===== src/rtl/cu_mul_pkg.sv =====
// Shared compute-unit package: multiplier opcodes, FSM encoding and saturation limits.
package cu_mul_pkg;

    localparam int unsigned CU_DATA_WIDTH   = 16;
    localparam int unsigned CU_SIGNAL_WIDTH = 3;
    localparam int unsigned CU_MR_WIDTH     = 2 * CU_DATA_WIDTH;

    localparam logic [CU_SIGNAL_WIDTH-1:0] MUL_OP_MULS  = 3'b000;
    localparam logic [CU_SIGNAL_WIDTH-1:0] MUL_OP_MULU  = 3'b001;
    localparam logic [CU_SIGNAL_WIDTH-1:0] MUL_OP_MACS  = 3'b010;
    localparam logic [CU_SIGNAL_WIDTH-1:0] MUL_OP_MSUBS = 3'b011;
    localparam logic [CU_SIGNAL_WIDTH-1:0] MUL_OP_CLRMR = 3'b100;

    // Two's complement extremes of the MR accumulator
    localparam logic [CU_MR_WIDTH-1:0] MUL_SAT_POS = {1'b0, {(CU_MR_WIDTH-1){1'b1}}};
    localparam logic [CU_MR_WIDTH-1:0] MUL_SAT_NEG = {1'b1, {(CU_MR_WIDTH-1){1'b0}}};

    typedef enum logic [1:0] {
        ST_IDLE = 2'd0,
        ST_CALC = 2'd1,
        ST_ACC  = 2'd2
    } mul_state_e;

endpackage


===== src/rtl/cu_mul_core.sv =====
// Radix-2 shift-add iteration datapath: partial product, multiplicand/multiplier shifters, counter.
module cu_mul_core #(
    parameter int unsigned DATA_WIDTH = 16
) (
    input  logic                      clk,
    input  logic                      reset,
    input  logic                      load_i,
    input  logic                      step_i,
    input  logic [DATA_WIDTH-1:0]     mcand_i,
    input  logic [DATA_WIDTH-1:0]     mplier_i,
    output logic [2*DATA_WIDTH-1:0]   product_o,
    output logic                      last_c
);

    localparam int unsigned PW = 2 * DATA_WIDTH;
    localparam int unsigned CW = $clog2(DATA_WIDTH + 1);

    logic [PW-1:0]         pp_q;
    logic [PW-1:0]         mcand_q;
    logic [DATA_WIDTH-1:0] mplier_q;
    logic [CW-1:0]         cnt_q;

    always_ff @(posedge clk or posedge reset) begin
        if (reset) begin
            pp_q     <= '0;
            mcand_q  <= '0;
            mplier_q <= '0;
            cnt_q    <= '0;
        end else if (load_i) begin
            pp_q     <= '0;
            mcand_q  <= PW'(mcand_i);
            mplier_q <= mplier_i;
            cnt_q    <= '0;
        end else if (step_i) begin
            if (mplier_q[0]) begin
                pp_q <= pp_q + mcand_q;
            end
            mcand_q  <= mcand_q << 1;
            mplier_q <= mplier_q >> 1;
            cnt_q    <= cnt_q + CW'(1);
        end
    end

    assign product_o = pp_q;
    assign last_c    = (cnt_q == CW'(DATA_WIDTH - 1));

endmodule


===== src/rtl/cu_mul.sv =====
// Iterative multiply / multiply-accumulate unit with MR accumulator and sticky overflow flag.
// Define CU_MUL_SAT_EN to saturate MR on MACS/MSUBS overflow instead of wrapping.
module cu_mul
    import cu_mul_pkg::*;
#(
    parameter int unsigned DATA_WIDTH   = CU_DATA_WIDTH,
    parameter int unsigned SIGNAL_WIDTH = CU_SIGNAL_WIDTH
) (
    input  logic                    clk,
    input  logic                    reset,
    input  logic                    ps_mul_en,
    input  logic [SIGNAL_WIDTH-1:0] ps_mul_op,
    input  logic [DATA_WIDTH-1:0]   xb_mul_dx,
    input  logic [DATA_WIDTH-1:0]   xb_mul_dy,
    output logic [DATA_WIDTH-1:0]   mul_xb_dl,
    output logic [DATA_WIDTH-1:0]   mul_xb_dh,
    output logic                    mul_ps_busy,
    output logic                    mul_ps_done,
    output logic                    mul_ps_mv
);

    localparam int unsigned PW = 2 * DATA_WIDTH;

    mul_state_e              state_q;
    logic [SIGNAL_WIDTH-1:0] op_q;
    logic                    sign_q;
    logic [PW-1:0]           mr_q, mr_d;
    logic                    mv_q, mv_d;
    logic                    busy_q, done_q;

    logic                    is_mul_c, op_signed_c, x_neg_c, y_neg_c, start_c, last_c;
    logic [DATA_WIDTH-1:0]   x_mag_c, y_mag_c;
    logic [PW-1:0]           product_c, prod_c, sum_c, diff_c;
    logic                    add_ovf_c, sub_ovf_c;

    // Start decode and operand sign/magnitude split; |0x8000| is exact as an unsigned value
    assign is_mul_c    = (ps_mul_op == SIGNAL_WIDTH'(MUL_OP_MULS))  || (ps_mul_op == SIGNAL_WIDTH'(MUL_OP_MULU)) ||
                         (ps_mul_op == SIGNAL_WIDTH'(MUL_OP_MACS))  || (ps_mul_op == SIGNAL_WIDTH'(MUL_OP_MSUBS));
    assign op_signed_c = (ps_mul_op != SIGNAL_WIDTH'(MUL_OP_MULU));
    assign x_neg_c     = op_signed_c & xb_mul_dx[DATA_WIDTH-1];
    assign y_neg_c     = op_signed_c & xb_mul_dy[DATA_WIDTH-1];
    assign x_mag_c     = x_neg_c ? DATA_WIDTH'(~xb_mul_dx + DATA_WIDTH'(1)) : xb_mul_dx;
    assign y_mag_c     = y_neg_c ? DATA_WIDTH'(~xb_mul_dy + DATA_WIDTH'(1)) : xb_mul_dy;
    assign start_c     = (state_q == ST_IDLE) && ps_mul_en;

    cu_mul_core #(.DATA_WIDTH(DATA_WIDTH)) u_core (
        .clk       (clk),
        .reset     (reset),
        .load_i    (start_c && is_mul_c),
        .step_i    (state_q == ST_CALC),
        .mcand_i   (x_mag_c),
        .mplier_i  (y_mag_c),
        .product_o (product_c),
        .last_c    (last_c)
    );

    assign prod_c    = sign_q ? PW'(~product_c + PW'(1)) : product_c;
    assign sum_c     = mr_q + prod_c;
    assign diff_c    = mr_q - prod_c;
    assign add_ovf_c = (mr_q[PW-1] == prod_c[PW-1]) && (sum_c[PW-1]  != mr_q[PW-1]);
    assign sub_ovf_c = (mr_q[PW-1] != prod_c[PW-1]) && (diff_c[PW-1] != mr_q[PW-1]);

    // Accumulator update applied in ACC
    always_comb begin
        mr_d = mr_q;
        mv_d = mv_q;
        case (op_q)
            SIGNAL_WIDTH'(MUL_OP_MULS),
            SIGNAL_WIDTH'(MUL_OP_MULU): mr_d = prod_c;
            SIGNAL_WIDTH'(MUL_OP_MACS): begin
                mr_d = sum_c;
                if (add_ovf_c) begin
                    mv_d = 1'b1;
`ifdef CU_MUL_SAT_EN
                    mr_d = mr_q[PW-1] ? PW'(MUL_SAT_NEG) : PW'(MUL_SAT_POS);
`endif
                end
            end
            SIGNAL_WIDTH'(MUL_OP_MSUBS): begin
                mr_d = diff_c;
                if (sub_ovf_c) begin
                    mv_d = 1'b1;
`ifdef CU_MUL_SAT_EN
                    mr_d = mr_q[PW-1] ? PW'(MUL_SAT_NEG) : PW'(MUL_SAT_POS);
`endif
                end
            end
            SIGNAL_WIDTH'(MUL_OP_CLRMR): begin
                mr_d = '0;
                mv_d = 1'b0;
            end
            default: ;
        endcase
    end

    // Sequencing FSM with registered busy/done
    always_ff @(posedge clk or posedge reset) begin
        if (reset) begin
            state_q <= ST_IDLE;
            op_q    <= '0;
            sign_q  <= 1'b0;
            mr_q    <= '0;
            mv_q    <= 1'b0;
            busy_q  <= 1'b0;
            done_q  <= 1'b0;
        end else begin
            done_q <= 1'b0;
            case (state_q)
                ST_IDLE: begin
                    if (ps_mul_en) begin
                        op_q    <= ps_mul_op;
                        sign_q  <= x_neg_c ^ y_neg_c;
                        busy_q  <= 1'b1;
                        state_q <= is_mul_c ? ST_CALC : ST_ACC;
                    end
                end
                ST_CALC: begin
                    if (last_c) begin
                        state_q <= ST_ACC;
                    end
                end
                ST_ACC: begin
                    mr_q    <= mr_d;
                    mv_q    <= mv_d;
                    done_q  <= 1'b1;
                    busy_q  <= 1'b0;
                    state_q <= ST_IDLE;
                end
                default: state_q <= ST_IDLE;
            endcase
        end
    end

    assign mul_xb_dl   = mr_q[DATA_WIDTH-1:0];
    assign mul_xb_dh   = mr_q[PW-1:DATA_WIDTH];
    assign mul_ps_busy = busy_q;
    assign mul_ps_done = done_q;
    assign mul_ps_mv   = mv_q;

endmodule


===== config.mk =====
export PLATFORM = sky130hd
export DESIGN_NAME = cu_mul
export DESIGN_NICKNAME = d
export VERILOG_FILES = /design/src/rtl/cu_mul_pkg.sv /design/src/rtl/cu_mul_core.sv /design/src/rtl/cu_mul.sv
export SDC_FILE = /design/constraint.sdc
export NUM_CORES = 1
export LEC_CHECK = 0
export CORE_ASPECT_RATIO = 2
export CORE_MARGIN = 2
export CORE_UTILIZATION = 50
export CTS_BUF_LIST = sky130_fd_sc_hd__clkbuf_16
export DETAILED_ROUTE_END_ITERATION = 12
export GPL_TIMING_DRIVEN = 1
export PLACE_DENSITY_LB_ADDON = 0.15
export SLEW_MARGIN = 20
export SYNTH_ARGS = -nofsm -noshare
export SYNTH_HDL_FRONTEND = slang
export SYNTH_SLANG_ARGS = --single-unit

===== constraint.sdc =====
create_clock -name clk -period 9.3 [get_ports clk]
set_input_delay 1.86 -clock clk [delete_from_list [all_inputs] [get_ports clk]]
set_output_delay 1.86 -clock clk [all_outputs]
set_load 0.01 [all_outputs]

# --- Yosys cells after proc, flatten, opt, wreduce, memory -nomap -nowiden ---
# Index checks and enable logic that the tools add are counted.
totals:
  ff_bits: 126
  inputBits: 38
  out_inout_bits: 35
op_classes:
  muxes: 23
  add_sub_neg: 7
  bitwise_logic: 6
  n_reduce_logical: 22
  n_eq_ne: 19
op_table:
  columns: ["cell", "n"]
  rows:
  - ["32-bit 2-to-1 mux", 6]
  - ["32-bit one-hot mux with 4 select lines", 1]
  - ["32-bit adder", 2]
  - ["16-bit 2-to-1 mux", 4]
  - ["16-bit by 1-bit adder with 16-bit output, second input constant", 2]
  - ["32-bit by 1-bit adder with 32-bit output, second input constant", 1]
  - ["16-bit NOT", 2]
  - ["32-bit NOT", 1]
  - ["32-bit subtractor", 1]
  - ["3-bit by 2-bit equality test with 1-bit output, second input constant", 4]
  - ["5-bit 2-to-1 mux", 2]
  - ["2-bit AND reduction", 5]
  - ["2-bit inequality test, second input constant", 4]
  - ["3-bit by 1-bit equality test with 1-bit output, second input constant", 2]
  - ["3-bit logical NOT", 2]
  - ["2-bit 2-to-1 mux", 3]
  - ["2-bit nonzero test", 3]
  - ["5-bit by 1-bit adder with 5-bit output, second input constant", 1]
  - ["5-bit by 4-bit equality test with 1-bit output, second input constant", 1]
  - ["1-bit logical AND", 4]
  - ["1-bit 2-to-1 mux", 4]
  - ["2-bit one-hot mux with 2 select lines", 1]
  - ["4-bit AND reduction", 1]
  - ["4-bit nonzero test", 1]
  - ["other kinds (14)", 19]

# --- Logic depth before layout (Yosys ltp) ---
# Gate-level depths: netlist of the first run.
logic_depth:
  word_depth: 8
  mapped_depth: 19
  depth_no_buf: 18

# --- Cells and area by module ---
# From an unflattened synthesis of the first run, not the netlist that was laid out.
unflattened:
  cells_unflattened: 1532
  hier_area_um2: 12092.8
by_module_without_submodules:
  columns: ["mod", "n_inst", "cells_per_inst", "area_each_um2"]
  rows:
  - ["cu_mul", 1, 952, 6862.8]
  - ["cu_mul_core", 1, 580, 5230.0]

# --- Worst setup path before layout of the first run ---
# Ideal clock, no wire load.
synth_path:
  path_kind: "register to register"
  startpoint: "register u_core.pp_q[11] (netlist: u_core.product_o[11])"
  endpoint: "register mv_q (netlist: mul_ps_mv)"
  stages_incl_launch_ff: 17
  slack_ns: 4.775
  required_time_ns: 9.227
  setup_time_ns: 0.073
  arrival_ns: 4.452
  path_cell_list: "dfrtp_1 -> or4_4 -> or4_1 -> o21ai_0 -> xnor2_1 -> ha_1 -> clkbuf_1 -> inv_1 -> a2111oi_0 -> nand2_1 -> o211ai_1 -> a21oi_1 -> nor4_1 -> nand3_1 -> o311a_1 -> a2111oi_4 -> a2bb2oi_2"
synth_between:
  elab_chain_cells: 8
  elab_cells_between_ends: 14
  classes_between: "add/sub: 3; eq/ne: 6; mux: 1; bitwise: 1; reduce/logical: 3"
synth_rtl:
  columns: ["item", "line_no", "rtl"]
  rows:
  - ["start: declaration", "cu_mul_core.sv:18", "logic [PW-1:0] pp_q;"]
  - ["start signal: assignment", "cu_mul_core.sv:36", "pp_q <= pp_q + mcand_q;"]
  - ["32-bit NOT", "cu_mul.sv:57", "assign prod_c = sign_q ? PW'(~product_c + PW'(1)) : product_c;"]
  - ["32-bit by 1-bit adder with 32-bit output", "cu_mul.sv:57", null]
  - ["32-bit 2-to-1 mux (*)", "cu_mul.sv:57", null]
  - ["32-bit subtractor / 32-bit adder (equally long branches)", "cu_mul.sv:59, cu_mul.sv:58", null]
  - ["1-bit inequality test, on equally long branches", "cu_mul.sv:61, cu_mul.sv:60", null]
  - ["1-bit logical AND, on equally long branches", "cu_mul.sv:61, cu_mul.sv:60", null]
  - ["2-bit inequality test (no source line)", null, null]
  - ["4-bit AND reduction (no source line) (*)", null, null]
  - ["end signal: assignment", "cu_mul.sv:124", "mv_q <= mv_d;"]
  - ["end: declaration", "cu_mul.sv:28", "logic mv_q, mv_d;"]
# Every way passes the cells marked *; elsewhere a longest branch is shown, timed or not.
# A chain may end at the register's enable or synchronous reset.

# --- Worst setup path after layout of the first run ---
layout_path:
  startpoint: "register u_core.pp_q[4] (netlist: u_core.product_o[4])"
  endpoint: "register mv_q (netlist: mul_ps_mv)"
# The elaborated chain is that of the path after synthesis.

==> results.rst, run 1 <==
.. list-table::
   :header-rows: 1

   * - Metric
     - Value
   * - Outcome
     - completed
   * - I/O pins
     - 73
   * - Total wire length after detailed routing
     - approximately 33000 um
   * - Netlist area before placement
     - 11400 sq um
   * - Clock insertion delay at the later pin of the skew report
     - about 0.44 ns
   * - Unrepaired setup endpoints after global routing
     - false
   * - Actual transition at the worst max-transition pin
     - between 1 and 1.5 ns
   * - Iter 0 DRT Violations
     - ~490
   * - Path class of the lowest-slack min-delay path
     - reg -> reg
   * - Core Region
     - between 20000 and 25000 sq um
   * - Hold buffer count at CTS
     - 0
   * - Element type at the critical path end
     - register
   * - Slew Limit Fails
     - 0
   * - Port-buffer cells
     - ~70
   * - Setup Buffers After CTS
     - 0
   * - Routed vias
     - between 10k and 15k
   * - Total number of H-tree levels
     - 4
   * - Synth Register Bits
     - roughly 130
   * - Final Skew
     - ~0.018 ns
   * - Critical Path Sink
     - mul_ps_mv
   * - Vias/cell
     - ~6.0
   * - Share of the clock period used by the worst path
     - 54.6%
   * - Placed wire-length estimate
     - about 25000 um
   * - Critical path required time
     - slightly below 10 ns
   * - Largest fanout on the critical path
     - 8
   * - Area growth from synthesis to final layout
     - 13.1%
   * - Portion of the post-synthesis area used by sequential elements
     - between 20% and 30%
   * - Proportion of register bits with asynchronous set or reset after synthesis
     - 100%
   * - Terminus of the critical flop-to-flop path
     - mul_ps_mv
   * - Total nets after synthesis
     - roughly 1.6k
   * - Total of max-cap violations
     - 0
   * - Remaining DRCs
     - 0
   * - Total congestion overflow
     - 0
   * - Fraction of final layout cells with drive strength greater than 1
     - between 4 and 5%
   * - Final-layout setup total negative slack
     - 0 ns
   * - Number of instances in the synthesized netlist
     - between 1k and 1.5k
   * - Launching point of the worst reg2reg path
     - u_core.product_o[4]
   * - Cell at the root of the clock tree
     - sky130_fd_sc_hd__clkbuf_16
   * - Total CTS buffers
     - 17
   * - Count of antenna-violating nets left after detailed routing
     - 0
   * - Clk pin slew, worst setup/hold paths
     - about 0.06 ns
   * - Maximum clock frequency
     - ~200 MHz
   * - Detailed-route wire length per cell
     - roughly 18 um
   * - Crit. Startpoint
     - u_core.product_o[4]
   * - Count of flip-flops with a built-in enable after synthesis
     - 0
   * - Count of warnings emitted by yosys
     - 0
   * - Global routing usage summed across all routing layers
     - approximately 28%
   * - Standard-cell row count
     - 78
   * - Number of instances resized during post-cts repair
     - 0
   * - Via count of the first global-routing pass
     - about 11k
   * - Gpl congestion
     - about 0.98
   * - Final setup vio count
     - 0
   * - Die outline width
     - about 110 um
   * - Initial antenna violation count
     - 0
   * - Worst-case register-to-register setup slack
     - ~4.2 ns
   * - First drt pass iteration count
     - 7
   * - Post-synthesis average cell area
     - 7.82 sq um
   * - ANT cells
     - 0
   * - Total number of nets in the final design
     - between 1.5k and 2k
   * - Yosys cell types
     - 70
   * - Critical path arrival
     - between 5 and 6 ns
   * - Initial core utilization
     - 50.4%
   * - Number of cells on the worst reg-to-reg path
     - 16
   * - Critical Path Start Type
     - register
   * - Longest Clk Path Bufs
     - 2
   * - Total die area
     - between 20000 and 25000 sq um
   * - Final critical delay including setup and external delays
     - about 5 ns
   * - Max-slew headroom at the worst pin
     - approximately 31%
   * - Pin count of the biggest net entering global routing
     - 66
   * - Wire length of the first global-routing pass
     - 53700 um
   * - Most frequently used flop master after synthesis
     - sky130_fd_sc_hd__dfrtp_1
   * - CTS tree
     - built
   * - Clk sink count
     - 126
   * - Count of final hold-check violations
     - 0
   * - Type of the worst setup path
     - reg -> reg
   * - Height of the die
     - 217 um
[cell type report]
class                           count  area (sq um)
Tap cell                          280           350
Fill cell                        2108          9690
Sequential cell                   126          3150
Clock inverter                     15           133
Inverter                           82           310
Clock buffer                       17           425
Multi-Input combinational cell   1176          7660
Timing Repair Buffer               86           826
[cell usage in the layout, fill, tap and decap left out, drive strengths merged, types with 11 or more instances in the layout]
| master | count |
|---|---|
| nand2 | 197 |
| xor2 | 49 |
| a21o | 29 |
| o211ai | 11 |
| ha | 103 |
| o221ai | 11 |
| buf | 14 |
| nand2b | 18 |
| nor3 | 28 |
| a211oi | 19 |
| inv | 85 |
| xnor2 | 65 |
| nor2 | 111 |
| nor2b | 13 |
| dfrtp | 126 |
| o21ai | 100 |
| o31ai | 33 |
| a31oi | 43 |
| a21oi | 116 |
| nand3 | 59 |
| clkbuf | 17 |
| clkdlybuf4s50 | 72 |
[Yosys cell counts, drive strengths merged (3+ instances only)]
library cell	count	area, sq um
mux2i	5	50.1
nor2b	13	81.3
nand2b	18	113
nor4	8	65.1
nand3	59	295
o21ai	100	500
xor2	49	437
a21oi	116	581
fa	3	60.1
a311oi	3	26.3
o21a	10	75.1
o41ai	5	62.6
a22oi	10	75.1
nor2	111	417
and3	8	50.1
o31a	6	52.6
and4	4	35.0
buf	6	22.5
a211oi	19	143
o221ai	11	96.3
a32o	4	40.0
nand3b	7	56.3
and2	10	62.6
clkbuf	64	240
o2111ai	5	43.8
o21bai	10	75.1
nand4	9	56.3
a2111oi	3	45.1
nor3	28	140
nand2	197	739
o31ai	33	248
inv	82	308
or4	9	71.3
a221oi	3	26.3
dfrtp	126	3150
ha	103	1290
a31oi	43	269
o211ai	11	82.6
or3	9	56.3
a21o	29	218
o22ai	6	37.5
or2	4	25.0
a21boi	6	45.1
xnor2	65	569
[cells by family (layout without fill, tap and decap cells)]
group                      after synthesis  in the layout  share of synthesized area (%)
adders and majority gates              106            106                           11.9
AOI/OAI and AO/OA                      450            450                           25.5
DFF                                    126            126                           27.7
xor gates and xnor gates               115            115                           9.04
buffers and inverters                  152            200                           5.02
muxes                                    6              6                          0.539
and+or+nand+nor                        499            499                           20.3
[per-stage QoR]
stage	utilization, %	cells	worst slack (ns)	hold WS [ns]	instance area [sq um]
CTS	57.0	1782	4.21	0.487	12900
global route	57.0	1782	3.68	0.517	12900
finish	57.0	1782	4.22	0.483	12900
floorplan	-	1454	4.08	0.459	11400
global placement	54.6	1750	4.33	0.463	12300
detailed placement	54.6	1750	4.23	0.473	12300
[state kept, by name, indices dropped and copies added (netlist names)]
signal	flops
u_core.product_o	32
op_q	3
u_core.mplier_q	16
state_q	2
mr_q	32
mul_ps_done	1
mul_ps_busy	1
sign_q	1
u_core.cnt_q	5
mul_ps_mv	1
u_core.mcand_q	32
[layer usage]
| metal | share of wire (%) | vias up | GRT usage, % |
|---|---|---|---|
| met3 | 3.3 | 111 | 3.93 |
| li1 | - | 5288 | - |
| met4 | 5.4 | 0 | 16.0 |
| met1 | 37 | 5089 | 27.8 |
| met2 | 54 | 275 | 53.2 |
| met5 | 0 | - | 0 |
[critical path, cell delays in order, from the launching register on]
cell and delay (ns):
sky130_fd_sc_hd__dfrtp_1 0.44, sky130_fd_sc_hd__nor3_1 0.39, sky130_fd_sc_hd__nand4_1 0.31, sky130_fd_sc_hd__or4_1 0.52
sky130_fd_sc_hd__o31ai_1 0.26, sky130_fd_sc_hd__xnor2_1 0.19, sky130_fd_sc_hd__ha_1 0.45, sky130_fd_sc_hd__nor2b_1 0.10
sky130_fd_sc_hd__a2111oi_0 0.48, sky130_fd_sc_hd__nand2_1 0.20, sky130_fd_sc_hd__o211ai_1 0.28, sky130_fd_sc_hd__a21oi_1 0.10
sky130_fd_sc_hd__nor4_1 0.46, sky130_fd_sc_hd__nand3_1 0.15, sky130_fd_sc_hd__o311a_1 0.18, sky130_fd_sc_hd__a2111oi_4 0.34
sky130_fd_sc_hd__a2bb2oi_2 0.15
[how the worst min path moves through the flow]
stage / slack [ns] / endpoint / startpoint / cells after the start
floorplan: 0.46 / state_q[1] / state_q[1] / 1
global placement: 0.46 / mul_ps_busy / mul_ps_busy / 2
detailed placement: 0.47 / mul_ps_busy / mul_ps_busy / 2
CTS: 0.49 / mul_ps_busy / mul_ps_busy / 2
global route: 0.52 / mul_ps_busy / mul_ps_busy / 2
finish: 0.48 / mul_ps_busy / mul_ps_busy / 2
Power of run 1 is not shown: default switching activity piles up to over one toggle a cycle in this logic, so the estimate is an artifact.
==> run 2: changes to the inputs <==
==> constraint.sdc (replaced) <==
create_clock -name clk -period 4.6 [get_ports clk]
set_input_delay 0.92 -clock clk [delete_from_list [all_inputs] [get_ports clk]]
set_output_delay 0.92 -clock clk [all_outputs]
set_load 0.01 [all_outputs]
==> run 2 against run 1 <==
Net effect:
- non-clock buffer count grew 93
- utilization grew 4.7 points
- first-iteration DRC count grew 41%
- cell count grew 5.2%
- worst hold slack gained 0.015 ns
- maximum frequency grew 13%
==> results.rst, run 2 (same netlist as run 1, synthesis figures left out) <==
.. list-table::
   :header-rows: 1

   * - Metric
     - Value
   * - Outcome
     - completed
   * - Total congestion overflow
     - 0
   * - Element type at the critical path end
     - register
   * - Total number of H-tree levels
     - 4
   * - Total wire length after detailed routing
     - around 34000 um
   * - First drt pass iteration count
     - 7
   * - Total of max-cap violations
     - 0
   * - Most frequent cells in the layout
     - sky130_fd_sc_hd__nand2_1, sky130_fd_sc_hd__dfrtp_1, sky130_fd_sc_hd__a21oi_1
   * - Vias/cell
     - 5.94
   * - Combined area of the multi-input logic cells
     - 7970 sq um
   * - Hold buffer count at CTS
     - 0
   * - Clk pin slew, worst setup/hold paths
     - around 0.060 ns
   * - Post-Route M1 WL
     - roughly 13000 um
   * - Port-buffer cells
     - about 70
   * - Met2 routed wirelength
     - roughly 19000 um
   * - Die outline width
     - about 110 um
   * - Count of non-filler cells in the finished layout
     - around 1.9k
   * - Leading cell type in the layout, fill and taps excluded
     - sky130_fd_sc_hd__nand2_1
   * - Count of placed standard cells including taps
     - between 1.5k and 2k
   * - Core utilization of the finished layout
     - between 60% and 70%
   * - Critical Path Start Type
     - register
   * - Worst-case register-to-register setup slack
     - 0.12 ns
   * - Area growth from synthesis to final layout
     - 22.5%
   * - Actual transition at the worst max-transition pin
     - 1.13 ns
   * - Total number of nets in the final design
     - approximately 1.7k
   * - Longest Clk Path Bufs
     - 2
   * - Storage element area
     - 3150 sq um
   * - Critical path required time
     - around 5 ns
   * - Via count of the first global-routing pass
     - around 11k
   * - Iter 0 DRT Violations
     - between 600 and 700
   * - Wire length on met3
     - roughly 1100 um
   * - Cell at the root of the clock tree
     - sky130_fd_sc_hd__clkbuf_16
   * - Max-slew headroom at the worst pin
     - 24.6%
   * - Fraction of final layout cells with drive strength greater than 1
     - between 10% and 20%
   * - I/O pins
     - 73
   * - Clk sink count
     - around 130
   * - ANT cells
     - 0
   * - Final-layout fill cell count
     - ~2.1k
   * - Critical path arrival
     - 4.86 ns
   * - Maximum clock frequency
     - roughly 220 MHz
   * - CTS tree
     - built
   * - Wire length of the first global-routing pass
     - 55200 um
   * - Initial core utilization
     - roughly 50%
   * - Detailed-route wire length per cell
     - roughly 18 um
   * - Total die area
     - between 20000 and 25000 sq um
   * - Highest routing layer actually used
     - met4
   * - Height of the die
     - 217 um
   * - Share of the clock period used by the worst path
     - a little under 100%
   * - Count of final hold-check violations
     - 0
   * - Clock insertion delay at the later pin of the skew report
     - 0.45 ns
   * - Path class of the lowest-slack min-delay path
     - reg -> reg
   * - Initial antenna violation count
     - 0
   * - Global routing usage summed across all routing layers
     - between 20% and 30%
   * - Standard-cell row count
     - 78
   * - Unrepaired setup endpoints after global routing
     - true
   * - Pin count of the biggest net entering global routing
     - between 60 and 70
   * - Gpl congestion
     - between 0.9 and 1
   * - Final setup vio count
     - 0
   * - Placed wire-length estimate
     - about 26000 um
   * - Routed vias
     - ~11k
   * - Slew Limit Fails
     - 0
   * - Final critical delay including setup and external delays
     - approximately 4.5 ns
   * - Remaining DRCs
     - 0
   * - Type of the worst setup path
     - reg -> reg
   * - Count of antenna-violating nets left after detailed routing
     - 0
   * - Final Skew
     - around 0.015 ns
   * - Largest fanout on the critical path
     - 4
   * - Core Region
     - approximately 23000 sq um
   * - Total CTS buffers
     - 17
==> run 2: cell types whose count changed in the layout (fill, tap and decap cells not counted), sizes merged <==
cell      previous run  this run
clkinv               6         7
bufinv               2         4
buf                 14       107
clkinvlp             4         1
inv                 85        84
==> run 2: timing repair <==
item	4_1_cts	5_1_grt
pin swaps	0	11
setup endpoints to repair	3	10
setup buffers	1	8
gates resized for setup	7	48
==> run 2: area by class of cell <==
type / count / area share [%]
Inverter: 82 / 2.23
Timing Repair Buffer: 179 / 11.0
Clock inverter: 14 / 1.28
Sequential cell: 126 / 22.6
Clock buffer: 17 / 3.05
Tap cell: 280 / 2.52
Multi-Input combinational cell: 1176 / 57.3
==> run 2: metrics by stage <==
step | cell area [sq um] | TNS (ns) | hold WS (ns) | setup WS, ns
global route | 13900 | -0.114 | 0.517 | -0.0870
finish | 13900 | 0 | 0.498 | 0.120
CTS | 13600 | 0 | 0.497 | 0.00589
global placement | 12900 | 0 | 0.463 | 0.0393
detailed placement | 12900 | -0.206 | 0.484 | -0.128
floorplan | 11400 | 0 | 0.459 | 0.0751
==> run 2: worst paths after layout <==
check	start	to	cells past startpoint
worst max register to register	u_core.product_o[11]	mul_ps_mv	17
worst min register to register	u_core.mplier_q[15]	u_core.mplier_q[15]	2
max in group asynchronous	reset	u_core.mcand_q[30]	3
min in group asynchronous	reset	mr_q[7]	2
worst max-delay path	u_core.product_o[11]	mul_ps_mv	17
worst min-delay path	u_core.mplier_q[15]	u_core.mplier_q[15]	2
==> run 2: critical path: stages (launching register included) <==
cell,delay [ns]
sky130_fd_sc_hd__dfrtp_1,0.37
sky130_fd_sc_hd__or4_4,0.55
sky130_fd_sc_hd__buf_4,0.18
sky130_fd_sc_hd__nor4_4,0.20
sky130_fd_sc_hd__buf_4,0.15
sky130_fd_sc_hd__nand3b_1,0.17
sky130_fd_sc_hd__buf_4,0.21
sky130_fd_sc_hd__o31ai_4,0.25
sky130_fd_sc_hd__xnor2_2,0.16
sky130_fd_sc_hd__ha_1,0.28
sky130_fd_sc_hd__a21o_1,0.19
sky130_fd_sc_hd__a21oi_2,0.18
sky130_fd_sc_hd__nor4b_4,0.24
sky130_fd_sc_hd__o211ai_1,0.15
sky130_fd_sc_hd__a31oi_2,0.22
sky130_fd_sc_hd__mux2_2,0.38
sky130_fd_sc_hd__a2111oi_4,0.37
sky130_fd_sc_hd__a2bb2oi_2,0.15
==> run 2: per-layer routing <==
metal / global-route usage (%) / vias to the layer above
li1: - / 5471
met1: 29.1 / 5313
met2: 54.7 / 251
met3: 4.37 / 100
met4: 16.7 / 0
met5: 0 / -
Power of run 2 is left out for the same reason.
==> run 3: changes to the inputs <==
--- a/config.mk
+++ b/config.mk
@@ -5,7 +5,6 @@
 export SDC_FILE = /design/constraint.sdc
 export NUM_CORES = 1
 export LEC_CHECK = 0
-export CORE_ASPECT_RATIO = 2
 export CORE_MARGIN = 2
 export CORE_UTILIZATION = 50
 export CTS_BUF_LIST = sky130_fd_sc_hd__clkbuf_16
==> run 3 against run 2 <==
Net effect:
- global-route usage decreased by 1.6 points
- worst hold slack got worse by 0.0081 ns
- cell area decreased by 1.9%
- clock skew increased by 0.0023 ns
- non-clock buffer count decreased by 22
- sequential share of layout area increased by 0.44 points
- cell count decreased by 0.85%
- critical path depth decreased by 1
- highest routed layer unchanged
==> results.rst, run 3 (same netlist as run 1, synthesis figures left out) <==
.. list-table::
   :header-rows: 1

   * - Metric
     - Value
   * - Routed vias
     - 11.0k
   * - Placed wire-length estimate
     - roughly 24000 um
   * - Height of the die
     - between 150 and 200 um
   * - Final setup vio count
     - 0
   * - I/O pins
     - 73
   * - Global routing usage summed across all routing layers
     - a little over a quarter
   * - Iter 0 DRT Violations
     - 750
   * - Number of cells on the worst hold path
     - 2
   * - Count of placed standard cells including taps
     - 1818
   * - Share of the clock period used by the worst path
     - 96.8%
   * - Leading cell type in the layout, fill and taps excluded
     - sky130_fd_sc_hd__nand2_1
   * - Count of antenna-violating nets left after detailed routing
     - 0
   * - Port-buffer cells
     - about 70
   * - Die outline width
     - about 150 um
   * - Gpl congestion
     - approximately 0.98
   * - Largest fanout on the critical path
     - 3
   * - Critical path arrival
     - 4.78 ns
   * - Final critical delay including setup and external delays
     - around 4.5 ns
   * - Terminus of the critical flop-to-flop path
     - mr_q[29]
   * - Critical path required time
     - 4.93 ns
   * - Total CTS buffers
     - 17
   * - Wire length of the first global-routing pass
     - 52400 um
   * - CTS tree
     - built
   * - Worst-case register-to-register setup slack
     - roughly 0.15 ns
   * - Unrepaired setup endpoints after global routing
     - true
   * - Element type at the critical path end
     - register
   * - Hold Crit Endpoint
     - u_core.mplier_q[0]
   * - Worst Hold Launch
     - u_core.mplier_q[1]
   * - Count of final hold-check violations
     - 0
   * - Remaining DRCs
     - 0
   * - Total number of H-tree levels
     - 4
   * - Pin count of the biggest net entering global routing
     - between 60 and 70
   * - Core Region
     - approximately 23000 sq um
   * - Number of cells on the worst reg-to-reg path
     - 16
   * - Detailed-route wire length per cell
     - 17.2 um
   * - Total die area
     - 24000 sq um
   * - ANT cells
     - 0
   * - Actual transition at the worst max-transition pin
     - 1.01 ns
   * - Maximum clock frequency
     - ~220 MHz
   * - Most frequent cells in the layout
     - sky130_fd_sc_hd__nand2_1, sky130_fd_sc_hd__dfrtp_1, sky130_fd_sc_hd__a21oi_1
   * - Area growth from synthesis to final layout
     - 20.2%
   * - Standard-cell row count
     - 55
   * - Outcome
     - completed
   * - Clk pin slew, worst setup/hold paths
     - ~0.08 ns
   * - Fraction of final layout cells with drive strength greater than 1
     - between 10% and 20%
   * - Via count of the first global-routing pass
     - approximately 10k
   * - Clk sink count
     - ~130
   * - Count of non-filler cells in the finished layout
     - 1858
   * - Core utilization of the finished layout
     - just over 60%
   * - Total congestion overflow
     - 0
   * - Total of max-cap violations
     - 0
   * - Max-slew headroom at the worst pin
     - 32.1%
   * - Initial antenna violation count
     - 0
   * - Vias/cell
     - 5.90
   * - Final Skew
     - about 0.017 ns
   * - Total number of nets in the final design
     - between 1.5k and 2k
   * - Type of the worst setup path
     - reg -> reg
   * - Initial core utilization
     - between 50 and 60%
   * - Critical Path Start Type
     - register
   * - Path class of the lowest-slack min-delay path
     - reg -> reg
   * - Slew Limit Fails
     - 0
   * - Crit. Startpoint
     - u_core.product_o[11]
   * - Cell at the root of the clock tree
     - sky130_fd_sc_hd__clkbuf_16
   * - Longest Clk Path Bufs
     - 2
   * - Clock insertion delay at the later pin of the skew report
     - roughly 0.44 ns
   * - Total wire length after detailed routing
     - roughly 32000 um
   * - Launching point of the worst reg2reg path
     - u_core.product_o[11]
   * - First drt pass iteration count
     - 7
[run 3: per-layer routing]
metal  GRT usage [%]  vias to the layer above  part of all wire (%)
met1            36.7                     5184                    45
met3            4.62                       32                   6.9
met5               0                        -                     0
met2            45.6                      319                    47
met4            5.91                        0                   1.1
li1                -                     5433                     -
[run 3: cell type report]
cell class | instances | area [sq um]
fill | 2031 | 8840
multi-input combinational | 1176 | 7860
sequential | 126 | 3150
timing repair buffer | 157 | 1370
clock buffer | 17 | 425
tap | 285 | 357
inverter | 82 | 310
clock inverter | 15 | 188
[run 3: how the worst max path moves through the flow]
stage	end	cells after the start
after floorplan	mul_ps_mv	16
after global placement	mul_ps_mv	14
after detailed placement	mul_ps_mv	14
after CTS	mul_ps_mv	14
after global routing	mr_q[29]	16
final	mr_q[29]	16
[run 3: worst max-delay path, cell delays in order (launching register included)]
cell and delay [ns]:
sky130_fd_sc_hd__dfrtp_1 0.37, sky130_fd_sc_hd__or4_4 0.53, sky130_fd_sc_hd__or4_1 0.54, sky130_fd_sc_hd__nand2_1 0.11, sky130_fd_sc_hd__xor2_1 0.29, sky130_fd_sc_hd__inv_1 0.08
sky130_fd_sc_hd__ha_1 0.38, sky130_fd_sc_hd__nor2b_1 0.07, sky130_fd_sc_hd__o211ai_1 0.35, sky130_fd_sc_hd__nand2_1 0.13, sky130_fd_sc_hd__o211ai_1 0.29, sky130_fd_sc_hd__nand2_1 0.17
sky130_fd_sc_hd__or3_1 0.40, sky130_fd_sc_hd__a41oi_1 0.25, sky130_fd_sc_hd__xnor2_1 0.08, sky130_fd_sc_hd__a211oi_1 0.24, sky130_fd_sc_hd__nor2_1 0.06
[run 3: what timing repair did]
| action | in CTS | in global routing |
|---|---|---|
| hold buffers | 0 | 0 |
| gates resized for setup | 3 | 35 |
| pin swaps | 0 | 14 |
| buffers inserted | 0 | 8 |
| setup endpoints to repair | 1 | 7 |
[run 3: stage by stage]
step / hold WS [ns] / instance area [sq um] / setup WS, ns / setup TNS (ns)
5_1_grt: 0.522 / 13700 / -0.0975 / -0.178
4_1_cts: 0.495 / 13400 / 0.0120 / 0
3_3_place_gp: 0.478 / 12800 / 0.124 / 0
3_5_place_dp: 0.479 / 12800 / -0.0518 / -0.0518
2_1_floorplan: 0.459 / 11400 / 0.0751 / 0
6_report: 0.490 / 13700 / 0.148 / 0
Power of run 3 is left out for the same reason.
